===== config.mk =====
export PLATFORM = sky130hd
export DESIGN_NAME = rs_issue_arbiter
export DESIGN_NICKNAME = d
export VERILOG_FILES = /design/src/rtl/rs_issue_arbiter.sv
export SDC_FILE = /design/constraint.sdc
export NUM_CORES = 1
export LEC_CHECK = 0
export ABC_CLOCK_PERIOD_IN_PS = 2100
export CORE_ASPECT_RATIO = 0.9
export CORE_UTILIZATION = 41
export CTS_BUF_LIST = sky130_fd_sc_hd__clkbuf_4
export CTS_CLUSTER_DIAMETER = 30
export DETAILED_ROUTE_END_ITERATION = 16
export GPL_TIMING_DRIVEN = 0
export PLACE_DENSITY = 0.78
export SYNTH_ARGS = -nofsm -noshare
export SYNTH_HDL_FRONTEND = slang
export SYNTH_SLANG_ARGS = --single-unit

===== constraint.sdc =====
create_clock -name clock -period 2.1 [get_ports clock]
set_input_delay 0.42 -clock clock [delete_from_list [all_inputs] [get_ports clock]]
set_output_delay 0.42 -clock clock [all_outputs]
set_load 0.005 [all_outputs]

===== src/rtl/rs_issue_arbiter.sv =====
// rs_issue_arbiter: issues one candidate per reservation-station bank to shared units with round-robin on contested ones
`ifndef PREG_IDX_WIDTH
`define PREG_IDX_WIDTH 6
`endif
module rs_issue_arbiter #(
  parameter int MULT_LAT = 4,
  parameter int TAG_W    = `PREG_IDX_WIDTH
) (
  input  logic                  clock,
  input  logic                  reset,
  input  logic [1:0]            req_valid,
  input  logic [1:0][1:0]       req_fu,
  input  logic [1:0][TAG_W-1:0] req_tag,
  input  logic                  lsq_stall,
  input  logic                  br_stall,
  input  logic                  flush,
  output logic [1:0]            grant,
  output logic [1:0]            iss_valid,
  output logic [1:0][1:0]       iss_fu,
  output logic [1:0][TAG_W-1:0] iss_tag,
  output logic                  mult_busy,
  output logic [2:0]            rr_ptr
);
  logic [3:0] mult_cnt;
  logic [1:0] ok;
  logic       contend;
  logic       pri;
  logic [3:0] ptr_ext;
  logic [3:0] ptr_flip;
  logic       mult_grant;
  function automatic logic unit_free(input logic [1:0] fu, input logic ls, input logic bs, input logic mb);
    return fu == 2'd0 || (fu == 2'd1 && !ls) || (fu == 2'd2 && !mb) || (fu == 2'd3 && !bs);
  endfunction
  assign mult_busy = mult_cnt != 4'd0;
  always_comb begin
    for (int i = 0; i < 2; i++)
      ok[i] = req_valid[i] && !flush && reset && unit_free(req_fu[i], lsq_stall, br_stall, mult_busy);
    contend = &ok && req_fu[0] == req_fu[1] && req_fu[0] != 2'd0;
    ptr_ext = {rr_ptr, 1'b0};
    pri = ptr_ext[req_fu[0]];
    grant[0] = ok[0] && !(contend && pri);
    grant[1] = ok[1] && !(contend && !pri);
    ptr_flip = contend ? 4'b0001 << req_fu[0] : 4'b0000;
    mult_grant = (grant[0] && req_fu[0] == 2'd2) || (grant[1] && req_fu[1] == 2'd2);
  end
  always_ff @(posedge clock or negedge reset)
    if (!reset) begin
      iss_valid <= '0;
      iss_fu    <= '0;
      iss_tag   <= '0;
      mult_cnt  <= '0;
      rr_ptr    <= '0;
    end else begin
      iss_valid <= grant;
      for (int i = 0; i < 2; i++)
        if (grant[i]) begin
          iss_fu[i]  <= req_fu[i];
          iss_tag[i] <= req_tag[i];
        end
      rr_ptr   <= rr_ptr ^ ptr_flip[3:1];
      mult_cnt <= flush ? 4'd0 : mult_grant ? 4'(MULT_LAT - 1) : mult_busy ? mult_cnt - 4'd1 : mult_cnt;
    end
endmodule


Word-level counts from Yosys, hierarchy flattened:

Index checks and enable logic that the tools add are counted.

* flip-flop bits (word level): 25
* input bits: 23

* $add $sub $neg: 1
* order comparisons: 1
* eq/ne operators: 7
* shift operators: 1
* muxes and demuxes: 6
* bitwise logic cells: 1
* reduce and logical (&&, ||, !) cells: 40

Operator list (count)
* 1-bit logical AND: 20
* 4-bit two-way mux: 4
* 2-bit == test, second input constant: 4
* 1-bit zero test: 7
* 1-bit logical OR: 7
* 2-bit by 1-bit == test with 1-bit output, second input constant: 2
* 2-bit zero test: 2
* 4-bit nonzero test: 1
* 1-bit by 2-bit << shifter with 4-bit output, first input constant: 1
* 4-bit by 1-bit subtractor with 4-bit output, second input constant: 1
* 2-bit by 3-bit < comparator with 1-bit output, second input constant: 1
* 3-bit nonzero test: 1
* 3-bit bitwise XOR: 1
* 1-bit binary-select mux with 2-bit select: 1
* 2-bit == test: 1
* 2-bit AND reduction: 1
* 2-bit nonzero test: 1
* 1-bit two-way mux: 1

Depth between registers and ports, before layout:

Gate-level depths: netlist (run 1).

* depth after elaboration: 16
* gate-level depth with buffers: 8

Worst setup path before layout (run 1):

OpenSTA, ideal clock, no wires.

* kind: register to output
* from: reg mult_cnt[0]
* to: out grant[1]
* arrival: 1.828 ns
* required time: 1.680 ns
* path slack: -0.148 ns
* stages on the path, launching flop included: 9
* buffers on the path: 0
* cells stage by stage: dfrtp_1 > inv_1 > ha_1 > nor3b_4 > inv_2 > o32ai_2 > nand4_2 > o21ai_4 > inv_1

* longest elaborated chain between the ends: 12
* elaborated cells between the ends (all ways): 16

RTL lines
* start, declared: RTL line 24 `logic [3:0] mult_cnt;`
* start signal, assigned: RTL line 61 `mult_cnt <= flush ? 4'd0 : mult_grant ? 4'(MULT_LAT - 1) : mult_busy ? mult_cnt - 4'd1 : mult_cnt;`
* 4-bit nonzero test (*): RTL line 34 `assign mult_busy = mult_cnt != 4'd0;`
* named net mult_busy: RTL line 21 `output logic mult_busy,`
* 1-bit zero test (*): RTL line 32 `return fu == 2'd0 || (fu == 2'd1 && !ls) || (fu == 2'd2 && !mb) || (fu == 2'd3 && !bs);`
* 1-bit logical AND: RTL line 32
* 1-bit logical OR (2 in a row): RTL line 32
* 1-bit logical AND: RTL line 37 `ok[i] = req_valid[i] && !flush && reset && unit_free(req_fu[i], lsq_stall, br_stall, mult_busy);`
* 2-bit AND reduction: RTL line 38 `contend = &ok && req_fu[0] == req_fu[1] && req_fu[0] != 2'd0;`
* 1-bit logical AND (2 in a row): RTL line 38
* 1-bit logical AND: RTL line 42 `grant[1] = ok[1] && !(contend && !pri);`
* 1-bit zero test: RTL line 42
* 1-bit logical AND (*): RTL line 42
* end, declared: RTL line 17 `output logic [1:0] grant,`

The timed path passes the listed nets; every way through them passes the cells marked *.

Final worst setup path (run 1):

* from: reg mult_cnt[1]
* to: out grant[1]

* longest elaborated chain between the ends: 12
* elaborated cells between the ends (all ways): 16

RTL lines (RTL line)
* 4-bit nonzero test (*): 34
* 1-bit zero test (*): 32
* 1-bit logical AND: 32
* 1-bit logical OR (2 in a row): 32
* 1-bit logical AND: 37
* 2-bit AND reduction: 38
* 1-bit logical AND (2 in a row): 38
* 1-bit logical AND: 42
* 1-bit zero test: 42
* 1-bit logical AND (*): 42

Mark *: on every way between the ends. The rest lies on a longest branch, timed or not.

==> reports/results.md, run 1 <==
- **run status** complete, but fails checks
- **violations in the final reports** negative setup slack
- **CTS clock-pin slew for the worst setup and hold paths** 0.14 ns
- **slowest stage cell, crit path** sky130_fd_sc_hd__dfrtp_1
- **antenna cell count** 0
- **placeable core region** 0.00282 mm²
- **cell type with the largest total area after synthesis** sky130_fd_sc_hd__dfrtp_1
- **top-area cell type share of the netlist area** 49.9%
- **final-report hold violation count** 0
- **IO Pins** 47
- **Critical Path Start** mult_cnt[1]$_DFFE_PN0P_
- **Layout area overhead** 53.0%
- **highest-count cells in the layout ignoring fill and taps** sky130_fd_sc_hd__clkdlybuf4s50_1 (39), sky130_fd_sc_hd__dfrtp_1 (25), sky130_fd_sc_hd__mux2_2 (18)
- **WP data required** 1.68 ns
- **antenna violations before repair** 0
- **number of optimization iterations in the first detailed-route pass** 4
- **pin count of the biggest net entering global routing** 28
- **total nets after synthesis** 131
- **Slew Viols, Final** 0
- **Yosys reg bits** 25
- **post-detailed-route count of antenna-violating nets** 0
- **first-iteration detailed-routing DRC count** 48
- **CTS root buffer** sky130_fd_sc_hd__clkbuf_4
- **transition time of the tightest slew-check pin** 0.581 ns
- **synthesized instance count** 106
- **highest fanout seen on the critical path** 4
- **power density over the cells** 962 mW/mm²
- **row count** 18
- **half-perimeter wire length of the detailed placement result** 2070 µm
- **max-cap violations** 0
- **cell area after synthesis** 0.00125 mm²
- **clock buffer count from CTS** 3
- **total number of vias** 1060
- **global routing's busiest layer** met2
- **global route overflow** 0
- **post-route fraction of the period consumed by the critical path** 117%
- **total negative slack for setup checks** -1.72 ns
- **kind of capture point of the worst setup path** primary output
- **starting utilization of the core area** 44.5%
- **quantity of I/O buffers inserted on ports** 45
- **synth top area cells** sky130_fd_sc_hd__dfrtp_1 (50%), sky130_fd_sc_hd__mux2_2 (16%), sky130_fd_sc_hd__nand2_1 (2.7%)
- **area occupied by multi-input gates** 619 µm²
- **final wirelength** 3100 µm
- **relative slew slack** 61.3%
- **startpoint type of the worst setup path** register
- **final net count** 195
- **# DRC** 0
- **number of vias per cell** 5.07
- **leading cell type in the layout, fill and taps excluded** sky130_fd_sc_hd__clkdlybuf4s50_1
- **final cell count without fillers** 209
- **Worst Path Class, Setup** reg -> out
- **met3 Usage GRT** 8.51%
- **Avg Inst Size Synth** 11.8 µm²
- **global router's overall resource usage** 21.2%
- **Die Footprint** 0.00328 mm²
- **clock skew** 0.00181 ns
- **die width** 60.3 µm
- **post-layout min period** 2.46 ns
- **clock latency reported for the late side of the worst-skew pair** 0.32 ns
- **min-delay worst type** in -> async
- **layout cells sized above 1** 34.9%
- **dpl cells** 191
- **Unique masters post-synth** 32
- **final estimated routing congestion in global placement** 0.775
- **Reg2Reg Launch Point** mult_cnt[1]$_DFFE_PN0P_
- **cell-by-cell listing of the critical path** inv_2 > ha_4 > nor3b_4 > inv_2 > o32ai_2 > nand4_2 > o21ai_4 > inv_2 > buf_2
- **number of global-route vias before repair** 1115
- **post-place setup slack** -1.67 ns
- **crit path setup slack, layout** -0.363 ns
- **reg-to-reg setup timing slack** -0.10 ns
- **arrival time reported for the critical path endpoint** 2.04 ns
- **crit-path max cell delay** 0.43 ns
- **GR met1 Demand/Resource** 26.2%
- **count of clock tree sinks** 25
- **average wire per standard cell** 14.8 µm
- **unrepaired setup endpoints after global routing** true
- **Max clock buf depth** 2
- **maximum clock frequency** 406 MHz
- **htree depth** 1
- **number of fill cells** 221
- **cell with the most instances on the worst path** sky130_fd_sc_hd__inv_2
- **wire length of the first global-routing pass** 5000 µm
- **total number of yosys warnings** 0
- **sequential cell area fraction in the yosys report** 49.9%
- **met2 usage** 34.8%
- **total power** 1.85 mW
- **worst-case reg-to-reg path depth** 9
- **static leakage** 0.866 nW
- **height of the chip** 54.5 µm
- **CTS tree** yes
- **flip-flop and latch area** 626 µm²
- **hold buffer count at cts** 0
- **worst-case vdd ir drop** 0.572 mV
- **final setup fails** 18
==> area by class of cell <==
class	count	area share, %
clock buffers	3	1.17
repair buffers	59	28.3
flip-flops and latches	25	32.6
inverters	7	1.37
well taps	40	2.61
plain buffers	3	1.24
clock inverters	1	0.391
multi-input cells	71	32.3
==> layer usage <==
metal,wire [µm],vias up
li1,-,503
met1,1300,522
met2,1540,33
met3,230,2
met4,15,0
met5,0,-
==> path summary, 6_finish.rpt <==
| kind | end |
|---|---|
| max | grant[1] |
| min | rr_ptr[1]$_DFF_PN0_ |
| max reg2reg | iss_tag[8]$_DFFE_PN0P_ |
| min reg2reg | rr_ptr[2]$_DFF_PN0_ |
| max in group asynchronous | iss_tag[9]$_DFFE_PN0P_ |
| min in group clock | iss_fu[0]$_DFFE_PN0P_ |
==> cells in the mapped netlist <==
cell	number
sky130_fd_sc_hd__a211o_2	1
sky130_fd_sc_hd__a211oi_1	1
sky130_fd_sc_hd__a21oi_1	3
sky130_fd_sc_hd__a311o_1	1
sky130_fd_sc_hd__and3b_1	2
sky130_fd_sc_hd__and4b_1	1
sky130_fd_sc_hd__buf_1	1
sky130_fd_sc_hd__buf_2	2
sky130_fd_sc_hd__dfrtp_1	25
sky130_fd_sc_hd__ha_1	2
sky130_fd_sc_hd__inv_1	6
sky130_fd_sc_hd__inv_2	1
sky130_fd_sc_hd__mux2_2	18
sky130_fd_sc_hd__nand2_1	9
sky130_fd_sc_hd__nand2b_1	1
sky130_fd_sc_hd__nand3_1	1
sky130_fd_sc_hd__nand4_2	1
sky130_fd_sc_hd__nor2_1	4
sky130_fd_sc_hd__nor2b_1	1
sky130_fd_sc_hd__nor3_1	5
sky130_fd_sc_hd__nor3b_4	1
sky130_fd_sc_hd__o2111ai_1	1
sky130_fd_sc_hd__o211ai_1	1
sky130_fd_sc_hd__o21a_1	2
sky130_fd_sc_hd__o21ai_0	5
sky130_fd_sc_hd__o21ai_4	1
sky130_fd_sc_hd__o31ai_1	1
sky130_fd_sc_hd__o31ai_4	1
sky130_fd_sc_hd__o32ai_2	1
sky130_fd_sc_hd__or3_1	1
sky130_fd_sc_hd__xnor2_1	2
sky130_fd_sc_hd__xor2_1	3
==> where the power goes <==
group / switching [mW] / total [mW] / internal, mW
logic: 0.342 / 0.921 / 0.578
clock network: 0.149 / 0.221 / 0.0728
registers: 0.0872 / 0.703 / 0.616
total: 0.578 / 1.85 / 1.27
==> sequential cells by signal (all words and copies together), names as in the netlist <==
name,count
iss_tag,12
mult_cnt,4
iss_valid,2
iss_fu,4
rr_ptr,3
==> worst max-delay path, delay by kind of cell (launching register included) <==
kind	cells	cell delay, ns
simple gates	2	0.41
flops	1	0.43
fa+ha+maj	1	0.14
compound gates	2	0.41
buf+inv	4	0.33
==> cells by family after synthesis <==
kind of cell | count (synthesis) | synth area share (%)
AOI/OAI and AO/OA | 19 | 12.8
DFF | 25 | 49.9
muxes | 18 | 16.2
adders and majority gates | 2 | 2.00
and+or+nand+nor | 27 | 12.5
buffers and inverters | 10 | 3.19
xor gates and xnor gates | 5 | 3.49
==> through the flow <==
stage / hold WS [ns] / utilization (%) / cell area [µm²]
after global placement: 0.481 / 62.3 / 1750
final: 0.0732 / 68.1 / 1920
after detailed placement: 0.484 / 62.3 / 1750
after global routing: 0.0993 / 68.1 / 1920
after floorplan: 0.124 / - / 1250
after CTS: 0.0821 / 68.1 / 1920
==> what timing repair did <==
action / 4_1_cts / 5_1_grt
setup buffers: 16 / 2
gates cloned: 0 / 0
pin swaps: 8 / 3
gates resized for setup: 31 / 3
setup endpoints to repair: 26 / 21
(Power assumes the default switching activity.)
==> run 2: changes to the inputs <==
Settings changed: REMOVE_ABC_BUFFERS from default to 1.
==> run 2 against run 1 <==
  * The run still ends with negative setup slack left
  * Total power up 2.4%
  * Final cell count grew 2.9%
  * Sequential share of layout area fell by 1.0 points
  * Clock-buffer cell count did not move
  * Non-clock buffer count up 6
  * Design area is 3.2% higher
  * Sequential power about the same
  * Critical path depth did not move
  * Clock power fell by 2%
  * Hold slack better by 0.00068 ns
  * Clock skew up 0.0020 ns
  * Routed wire length shrank 4.4%
==> reports/results.md, run 2 (synthesized netlist as in run 1, its figures left out) <==
- **run status** complete, but fails checks
- **violations in the final reports** negative setup slack
- **worst-case vdd ir drop** 0.551 mV, -3.7%
- **Worst Path Class, Setup** reg -> out
- **Reg2Reg Launch Point** mult_cnt[0]$_DFFE_PN0P_
- **worst-case reg-to-reg path depth** 15, +6
- **CTS clock-pin slew for the worst setup and hold paths** 0.14 ns, about the same
- **hold buffer count at cts** 0, unchanged
- **number of optimization iterations in the first detailed-route pass** 4, unchanged
- **row count** 18, unchanged
- **post-detailed-route count of antenna-violating nets** 0, unchanged
- **post-layout min period** 2.46 ns, +0.00117 ns
- **antenna cell count** 0, unchanged
- **static leakage** 0.920 nW, +6.2%
- **pin count of the biggest net entering global routing** 28, unchanged
- **layout cells sized above 1** 34.9%, -0.054 points
- **final wirelength** 2960 µm, -4.4%
- **min-delay worst type** in -> async
- **final-report hold violation count** 0, unchanged
- **first-iteration detailed-routing DRC count** 32, -33%
- **relative slew slack** 62.3%, +1.0 points
- **cell-by-cell listing of the critical path** inv_2 > ha_4 > nor3b_4 > buf_4 > a311o_1 > nand2_2 > o31ai_4 > inv_1 > buf_2
- **total number of vias** 1090, +2.8%
- **highest-count cells in the layout ignoring fill and taps** sky130_fd_sc_hd__clkdlybuf4s50_1 (39), sky130_fd_sc_hd__dfrtp_1 (25), sky130_fd_sc_hd__buf_4 (18)
- **wire length of the first global-routing pass** 4710 µm, -5.8%
- **transition time of the tightest slew-check pin** 0.566 ns, -0.0150 ns
- **final setup fails** 21, +3
- **leading registers by flop count** iss_tag (12), iss_fu (4), mult_cnt (4)
- **crit path setup slack, layout** -0.364 ns, -0.00117 ns
- **starting utilization of the core area** 44.5%, unchanged
- **placeable core region** 0.00282 mm², unchanged
- **utilization after layout** 70.3%, +2.2 points
- **global router's overall resource usage** 19.7%, -1.4 points
- **quantity of I/O buffers inserted on ports** 46, +2.2%
- **crit-path max cell delay** 0.42 ns, about the same
- **average wire per standard cell** 13.8 µm, -7.0%
- **Largest register FFs** 12, unchanged
- **post-route fraction of the period consumed by the critical path** 117%, about the same
- **capturing point of the worst reg2reg path** iss_valid[1]$_DFF_PN0_
- **global route overflow** 0, unchanged
- **CTS root buffer** sky130_fd_sc_hd__clkbuf_4
- **Die Footprint** 0.00328 mm², unchanged
- **# DRC** 0, unchanged
- **worst hold margin** 0.0739 ns, +0.000683 ns
- **height of the chip** 54.5 µm, unchanged
- **antenna violations before repair** 0, unchanged
- **Flop pwr share** 37.4%, -0.7 points
- **Slew Viols, Final** 0, unchanged
- **count of clock tree sinks** 25, unchanged
- **fraction of power spent switching nets** 31.0%, -0.27 points
- **Layout area overhead** 57.9%
- **htree depth** 1, unchanged
- **number of global-route vias before repair** 1044, -6.4%
- **reg-to-reg setup timing slack** -0.22 ns, -0.12 ns
- **half-perimeter wire length of the detailed placement result** 1920 µm, -7.3%
- **clock skew** 0.00380 ns, +0.00199 ns
- **leading cell type in the layout, fill and taps excluded** sky130_fd_sc_hd__clkdlybuf4s50_1
- **clock latency reported for the late side of the worst-skew pair** 0.31 ns, about the same
- **die width** 60.3 µm, unchanged
- **final net count** 201, +3.1%
- **maximum clock frequency** 406 MHz, about the same
- **internal power consumption** 1.30 mW, +2.8%
- **clock power share** 11.4%, -0.6 points
- **CTS tree** yes
- **WP data required** 1.68 ns, about the same
- **arrival time reported for the critical path endpoint** 2.04 ns, about the same
- **slowest stage cell, crit path** sky130_fd_sc_hd__dfrtp_1
- **clock buffer count from CTS** 3, unchanged
- **register bank with the most flops** iss_tag
- **final estimated routing congestion in global placement** 0.818, +5.6%
- **part of the total power dissipated in combinational logic** 51.2%, +1.3 points
- **net load switching power** 0.586 mW, +1.5%
- **startpoint type of the worst setup path** register
- **unrepaired setup endpoints after global routing** true
- **max-cap violations** 0, unchanged
- **power density over the cells** 954 mW/mm², -0.81%
- **kind of capture point of the worst setup path** primary output
- **highest fanout seen on the critical path** 3, -1
- **number of vias per cell** 5.07, about the same
- **IO Pins** 47, unchanged
- **Max clock buf depth** 2, unchanged
## run 2: cell count changes in the layout (fill, tap and decap cells not counted), sizes merged
cell          before  now
dlygate4sd2        1    3
buf               21   25
dlymetal6s2s       1    0
clkbuf             3    4
## run 2: layout make-up
type / count / area, µm²
clock buffer: 3 / 22.5
tap: 40 / 50.0
sequential: 25 / 626
fill: 216 / 836
clock inverter: 1 / 7.51
timing repair buffer: 68 / 617
multi-input combinational: 71 / 631
inverter: 7 / 26.3
## run 2: worst max-delay path by stage
stage                             from  endpoint  slack [ns]  cells past startpoint
6_report       mult_cnt[0]$_DFFE_PN0P_  grant[0]       -0.36                      9
5_1_grt        mult_cnt[0]$_DFFE_PN0P_  grant[1]       -0.47                     10
4_1_cts        mult_cnt[1]$_DFFE_PN0P_  grant[1]       -0.41                     10
3_5_place_dp                     reset  grant[0]       -1.64                      6
3_3_place_gp                     reset  grant[0]       -1.60                      6
2_1_floorplan  mult_cnt[0]$_DFFE_PN0P_  grant[1]       -0.15                      8
## run 2: power by group through the flow
stage | Combinational, mW | Clock [mW] | Sequential, mW
2_1_floorplan | 0.350 | 0 | 0.709
3_3_place_gp | 0.705 | 0 | 0.700
3_5_place_dp | 0.725 | 0 | 0.710
4_1_cts | 0.963 | 0.224 | 0.705
5_1_grt | 1.04 | 0.239 | 0.723
6_report | 0.967 | 0.216 | 0.706
## run 2: worst max-delay path: cells and delay by family, from the launching register on
family | cells | cell delay (ns)
simple gates | 2 | 0.27
compound gates | 2 | 0.46
fa+ha+maj | 1 | 0.13
buf+inv | 4 | 0.44
flops | 1 | 0.42
## run 2: metrics by stage
stage / power (mW) / instance area [µm²] / worst slack (ns) / std cells / TNS [ns]
3_5_place_dp: 1.43 / 1750 / -1.64 / 189 / -25.82
3_3_place_gp: 1.40 / 1750 / -1.60 / 189 / -25.36
6_report: 1.89 / 1980 / -0.364 / 215 / -2.45
4_1_cts: 1.89 / 1960 / -0.409 / 211 / -2.62
5_1_grt: 2.00 / 1980 / -0.474 / 215 / -5.12
2_1_floorplan: 1.06 / 1240 / -0.148 / 103 / -1.65
## run 2: what timing repair did
| item | CTS | global route |
|---|---|---|
| setup endpoints to repair | 26 | 24 |
| buffers inserted | 22 | 5 |
| gates resized for setup | 34 | 3 |
| pin swaps | 8 | 4 |
| endpoints found under the hold margin | 0 | 0 |
## run 2: per-layer routing
metal / track usage [%] / vias to the layer above / share of wire (%)
met5: 0 / - / 0
met4: 8.91 / 0 / 1.5
met2: 32.6 / 34 / 50
li1: - / 515 / -
met3: 4.49 / 6 / 5.5
met1: 24.7 / 535 / 43
